==> config.mk <==
export PLATFORM = sky130hd
export DESIGN_NAME = seven_seg_scanner_flat
export DESIGN_NICKNAME = d
export VERILOG_FILES = /design/src/rtl/seven_seg_scanner_if.sv /design/src/rtl/seven_seg_scanner.sv /design/src/flat_wrapper.sv
export SDC_FILE = /design/constraint.sdc
export NUM_CORES = 1
export LEC_CHECK = 0
export ABC_AREA = 1
export CAP_MARGIN = 20
export CELL_PAD_IN_SITES_DETAIL_PLACEMENT = 0
export CELL_PAD_IN_SITES_GLOBAL_PLACEMENT = 1
export CORE_MARGIN = 2
export CORE_UTILIZATION = 49
export DETAILED_ROUTE_END_ITERATION = 12
export DONT_BUFFER_PORTS = 1
export GPL_ROUTABILITY_DRIVEN = 0
export PLACE_DENSITY_LB_ADDON = 0.1
export SYNTH_ARGS = -nofsm -noshare
export SYNTH_HDL_FRONTEND = slang
export SYNTH_SLANG_ARGS = --single-unit
==> constraint.sdc <==
create_clock -name clk -period 5.6 [get_ports clk]
set_input_delay 0.28 -clock clk [delete_from_list [all_inputs] [get_ports clk]]
set_output_delay 0.28 -clock clk [all_outputs]
set_load 0.01 [all_outputs]
==> src/rtl/seven_seg_scanner_if.sv <==
// Front-panel bus between the timekeeping datapath and the display scanner.
// Carries the load-side value/control signals and the active-low pin drives.
interface seven_seg_scanner_if #(
  parameter int NUM_DIGITS  = 4,
  parameter int BRIGHT_BITS = 4
);
  logic [NUM_DIGITS*4-1:0] number;
  logic [NUM_DIGITS-1:0]   dp_mask;
  logic                    load;
  logic                    blank_lz;
  logic [BRIGHT_BITS-1:0]  brightness;
  logic [NUM_DIGITS-1:0]   io_sel;
  logic [7:0]              io_seg;

  modport master (
    output number, dp_mask, load, blank_lz, brightness,
    input  io_sel, io_seg
  );

  modport slave (
    input  number, dp_mask, load, blank_lz, brightness,
    output io_sel, io_seg
  );
endinterface

==> src/rtl/seven_seg_scanner.sv <==
// Multiplexed common-anode seven-segment scanner with frame-aligned
// double buffering, leading-zero blanking and PWM brightness.
module seven_seg_scanner #(
  parameter int NUM_DIGITS  = 4,
  parameter int CLK_HZ      = 100_000_000,
  parameter int REFRESH_HZ  = 200,
  parameter int BRIGHT_BITS = 4
) (
  input logic               clk,
  input logic               rst,
  seven_seg_scanner_if.slave bus
);

  localparam int DT_RAW = CLK_HZ / (REFRESH_HZ * NUM_DIGITS);
  localparam int DIGIT_TICKS = (DT_RAW < 1) ? 1 : DT_RAW;
  localparam int TICK_W = (DIGIT_TICKS > 1) ? $clog2(DIGIT_TICKS) : 1;
  localparam int IDX_W = (NUM_DIGITS > 1) ? $clog2(NUM_DIGITS) : 1;
  localparam int NW = NUM_DIGITS * 4;

  logic [TICK_W-1:0]      tick;
  logic [IDX_W-1:0]       idx;
  logic [BRIGHT_BITS-1:0] pwm_cnt;
  logic [NW-1:0]          pend_num;
  logic [NW-1:0]          shad_num;
  logic [NUM_DIGITS-1:0]  pend_dp;
  logic [NUM_DIGITS-1:0]  shad_dp;
  logic                   tick_wrap;
  logic                   idx_last;
  logic                   frame_end;
  logic [NUM_DIGITS-1:0]  lz;
  logic [NUM_DIGITS-1:0]  sel_d;
  logic [7:0]             seg_d;

  function automatic logic [6:0] glyph(input logic [3:0] v);
    logic [6:0] g;
    unique case (v)
      4'h0: g = 7'b1000000;
      4'h1: g = 7'b1111001;
      4'h2: g = 7'b0100100;
      4'h3: g = 7'b0110000;
      4'h4: g = 7'b0011001;
      4'h5: g = 7'b0010010;
      4'h6: g = 7'b0000010;
      4'h7: g = 7'b1111000;
      4'h8: g = 7'b0000000;
      4'h9: g = 7'b0010000;
      4'hA: g = 7'b0001000;
      4'hB: g = 7'b0000011;
      4'hC: g = 7'b1000110;
      4'hD: g = 7'b0100001;
      4'hE: g = 7'b0000110;
      4'hF: g = 7'b0001110;
    endcase
    return g;
  endfunction

  assign tick_wrap = (tick == TICK_W'(DIGIT_TICKS - 1));
  assign idx_last  = (idx == IDX_W'(NUM_DIGITS - 1));
  assign frame_end = tick_wrap && idx_last;

  // Timebase: per-digit tick, digit index and free-running PWM phase.
  always_ff @(posedge clk) begin
    if (rst) begin
      tick    <= '0;
      idx     <= '0;
      pwm_cnt <= '0;
    end else begin
      pwm_cnt <= pwm_cnt + BRIGHT_BITS'(1);
      tick    <= tick_wrap ? '0 : tick + TICK_W'(1);
      if (tick_wrap)
        idx <= idx_last ? '0 : idx + IDX_W'(1);
    end
  end

  // Double buffer: load fills pending, frame end copies pending to shadow.
  always_ff @(posedge clk) begin
    if (rst) begin
      pend_num <= '0;
      pend_dp  <= '0;
      shad_num <= '0;
      shad_dp  <= '0;
    end else begin
      if (frame_end) begin
        shad_num <= pend_num;
        shad_dp  <= pend_dp;
      end
      if (bus.load) begin
        pend_num <= bus.number;
        pend_dp  <= bus.dp_mask;
      end
    end
  end

  // Leading-zero map: digit i is a leading zero if it and all above are 0.
  always_comb begin : lz_map
    logic upper;
    upper = 1'b1;
    lz    = '0;
    for (int i = NUM_DIGITS - 1; i >= 0; i--) begin
      upper = upper && (shad_num[4*i +: 4] == 4'h0);
      lz[i] = upper && (i != 0);
    end
  end

  // Select the current digit and gate it with the PWM duty.
  always_comb begin : decode
    logic [3:0] nib;
    logic       dp;
    logic       blank;
    nib   = '0;
    dp    = 1'b0;
    blank = 1'b0;
    sel_d = '1;
    seg_d = 8'hFF;
    for (int i = 0; i < NUM_DIGITS; i++) begin
      if (idx == IDX_W'(i)) begin
        nib   = shad_num[4*i +: 4];
        dp    = shad_dp[i];
        blank = lz[i] && bus.blank_lz;
      end
    end
    if (pwm_cnt < bus.brightness) begin
      for (int i = 0; i < NUM_DIGITS; i++)
        if (idx == IDX_W'(i))
          sel_d[i] = 1'b0;
      seg_d = {~dp, blank ? 7'h7F : glyph(nib)};
    end
  end

  // Registered pin drives.
  always_ff @(posedge clk) begin
    if (rst) begin
      bus.io_sel <= '1;
      bus.io_seg <= 8'hFF;
    end else begin
      bus.io_sel <= sel_d;
      bus.io_seg <= seg_d;
    end
  end

endmodule

==> src/flat_wrapper.sv <==
// flat-port wrapper written by rule: the top's interface ports become plain ports
module seven_seg_scanner_flat 
#(
  parameter int NUM_DIGITS  = 4,
  parameter int CLK_HZ      = 100_000_000,
  parameter int REFRESH_HZ  = 200,
  parameter int BRIGHT_BITS = 4
)
  (clk, rst, bus_number, bus_dp_mask, bus_load, bus_blank_lz, bus_brightness, bus_io_sel, bus_io_seg);
  seven_seg_scanner_if #(.NUM_DIGITS(NUM_DIGITS), .BRIGHT_BITS(BRIGHT_BITS)) bus_i ();
  input logic clk;
  input logic rst;
  input wire logic [$bits(bus_i.number)-1:0] bus_number;
  input wire logic [$bits(bus_i.dp_mask)-1:0] bus_dp_mask;
  input wire logic [$bits(bus_i.load)-1:0] bus_load;
  input wire logic [$bits(bus_i.blank_lz)-1:0] bus_blank_lz;
  input wire logic [$bits(bus_i.brightness)-1:0] bus_brightness;
  output wire logic [$bits(bus_i.io_sel)-1:0] bus_io_sel;
  output wire logic [$bits(bus_i.io_seg)-1:0] bus_io_seg;
  assign bus_i.number = bus_number;
  assign bus_i.dp_mask = bus_dp_mask;
  assign bus_i.load = bus_load;
  assign bus_i.blank_lz = bus_blank_lz;
  assign bus_i.brightness = bus_brightness;
  assign bus_io_sel = bus_i.io_sel;
  assign bus_io_seg = bus_i.io_seg;
  seven_seg_scanner #(.NUM_DIGITS(NUM_DIGITS), .CLK_HZ(CLK_HZ), .REFRESH_HZ(REFRESH_HZ), .BRIGHT_BITS(BRIGHT_BITS)) u_core (.clk(clk), .rst(rst), .bus(bus_i));
endmodule
==> impl_metrics.ini <==
[run_status]
status = finished, final reports clean

[final_layout]
syn2layout_area_growth_pct = 8.083
fillCellCount = 704
final_area_um2 = 3781
fin_nets = 535
drive_gt1_frac = 0.07847
n_antenna_cell = 0
multi_input_area_um2 = 1724
regArea_um2 = 1501

[timing]
final_max_slew_viol_count = 0
setup_ws_ns = 3.500
rsz0062_at_grt = false
slew_headroom = 0.5602
fin_crit_sh = 0.3751
period_minus_slack_ns = 2.100
setup-violations-final = 0
max_freq_ghz = 0.4761
worst_pin_slew_ns = 0.6587
fin_worst_skew_ns = 0.007267
finalSetupTns_ns = 0
final_hold_viol_count = 0

[routing]
initialDrtViolationCount = 132
wirelength_um = 6951
drt-pass1-iter-count = 4
postRouteAntennaNets = 0
vias = 2897
avgRoutedWirePerCell_um = 11.72
vias_per_cell = 4.885
drc = 0

[clock_network]
htreeDepth = 3
clkSinkCount = 75
clk_latency_ns = 0.35
clkTransAtPathRegs_ns = 0.08
clk_path_buf_depth = 2
cts_root_buffer = clkbuf_8
numCtsBuffers = 9
post-cts-setup-buffers = 0
cts_tree = yes

[synthesis]
async_flop_share = 0
syn_nets = 537
netlist_top_cells_count = 118 x nand2_1, 110 x nor2_1, 75 x dfxtp_1, 44 x inv_1, 26 x o21ai_0
synth_most_common_cell = nand2_1
ys_seq_elements = 75
syn_area_um2 = 3498
synth_area_leader_cell = dfxtp_1
synth_area_leaders = dfxtp_1 43%, nand2_1 13%, nor2_1 12%
syn_avg_cell_area_um2 = 7.082
synthCells = 494
ys_seq_area_frac = 0.4292
synth_edf_count = 0
ys.flop_type = dfxtp_1
yosysTopAreaCellShare = 0.4292
ys_types = 33
yosys_warnings = 0

[flow_run]
maxCapViolations = 0

[floorplan]
start_util = 0.5093
pin_count = 40
dieArea_um2 = 7831
dieHeight_um = 88.50
num_rows = 30
fp.coreArea_um2 = 6869
die_w_um = 88.50

[place]
place_hpwl_um = 4826
portBuffers = 0
post_dp_cell_area_um2 = 3533
place_worst_setup_slack_ns = 3.524

[critical_path]
cp-end-kind = flop
path_max_fanout = 9
cp.required_ns = 5.84
cp-startpoint = u_core.idx[0]
arrival_ns = 2.34
crit_type = reg2reg
worst_setup_path_start_kind = flop
rr_startpoint = u_core.idx[0]

[global_routing]
overflow = 0
grt_max_degree = 44
grt_util_met1 = 0.2691
grt_pass1_vias = 2631
use_met3 = 0.04851
busiest_layer = met2
antenna_found_initial = 0
globalRouteTotalUtil = 0.1913
grt_pass1_wl_um = 11790
met2_usage = 0.2796

[pwr]
power.density_nw_per_um2 = 283.5
power_mw = 1.072
irDropWorstVdd_v = 0.0002066
p_leak_nw = 1.737

[hold_path]
hp-class = in2reg
worstHoldStart = bus_number[11]
worst max-delay path, stage by stage, from the launching register on:
cell and delay (ns):
dfxtp_1 0.34, inv_1 0.10, ha_1 0.37, inv_1 0.14, o211ai_1 0.12, nand2_1 0.07, nand2_1 0.18, inv_1 0.12
ha_1 0.23, nand2_1 0.10, o21ai_0 0.09, nand2_1 0.07, nand2_1 0.05
metrics by stage:
stage | utilization | hold WS (ns) | cells
final | 0.5505 | 0.06951 | 593
after global routing | 0.5505 | 0.06559 | 593
after detailed placement | 0.5144 | 0.3545 | 575
after global placement | 0.5144 | 0.3484 | 575
after floorplan | - | 0.3467 | 494
after CTS | 0.5490 | 0.002082 | 592
per-layer routing:
layer	share of wire	vias to the layer above	wire, µm
li1	-	1540	-
met1	0.51	1267	3567
met2	0.41	79	2862
met3	0.057	11	393
met4	0.018	0	127
met5	0	-	0
placed cells by master, fill, tap and decap left out, types with 6 or more instances in the layout:
cell	count
nor2_1	110
nor3_1	9
inv_1	44
o21ai_0	26
a21oi_1	16
nand2_1	118
inv_2	6
nand3_1	23
clkbuf_8	11
ha_1	15
dfxtp_1	75
nand4_1	7
cell families (layout without fill, tap and decap cells):
group	Yosys count	in the layout	synth area share
DFF	75	75	0.4292
xor gates and xnor gates	5	5	0.01252
AOI/OAI and AO/OA	52	52	0.08405
and+or+nand+nor	282	282	0.3426
adders and majority gates	15	15	0.05365
buffers and inverters	65	68	0.07797
final timing paths:
check                                             to  slack (ns)  cells past startpoint
worst min register to register        u_core.tick[0]        0.45                      1
worst max register to register  u_core.bus.io_seg[5]        3.50                     12
worst max-delay path            u_core.bus.io_seg[5]        3.50                     12
worst min-delay path             u_core.pend_num[11]        0.07                      2
what timing repair did:
action                                 in CTS  in global routing
gates resized for setup                     0                  0
endpoints found under the hold margin       4                  1
hold buffers                                1                  1
setup endpoints to repair                   0                  0
where the power goes:
part,switching [mW],leakage [nW],internal (mW)
Clock,0.194,0.113,0.275
Combinational,0.0250,1.01,0.0141
Sequential,0.0123,0.613,0.552
Total,0.231,1.74,0.841
sequential cells by signal, indices dropped and copies added (netlist names):
name	cells
u_core.tick	17
u_core.pend_num	16
u_core.shad_num	16
u_core.bus.io_seg	8
u_core.bus.io_sel	4
u_core.pend_dp	4
u_core.pwm_cnt	4
u_core.shad_dp	4
u_core.idx	2
area by class of cell:
type	count	share of cell area
clock buffers	12	0.04103
clock inverters	4	0.01919
inverters	50	0.04964
multi-input cells	354	0.4560
flip-flops and latches	75	0.3971
well taps	96	0.03177
repair buffers	2	0.005295
Note: power is estimated with default switching activity, not from simulation.
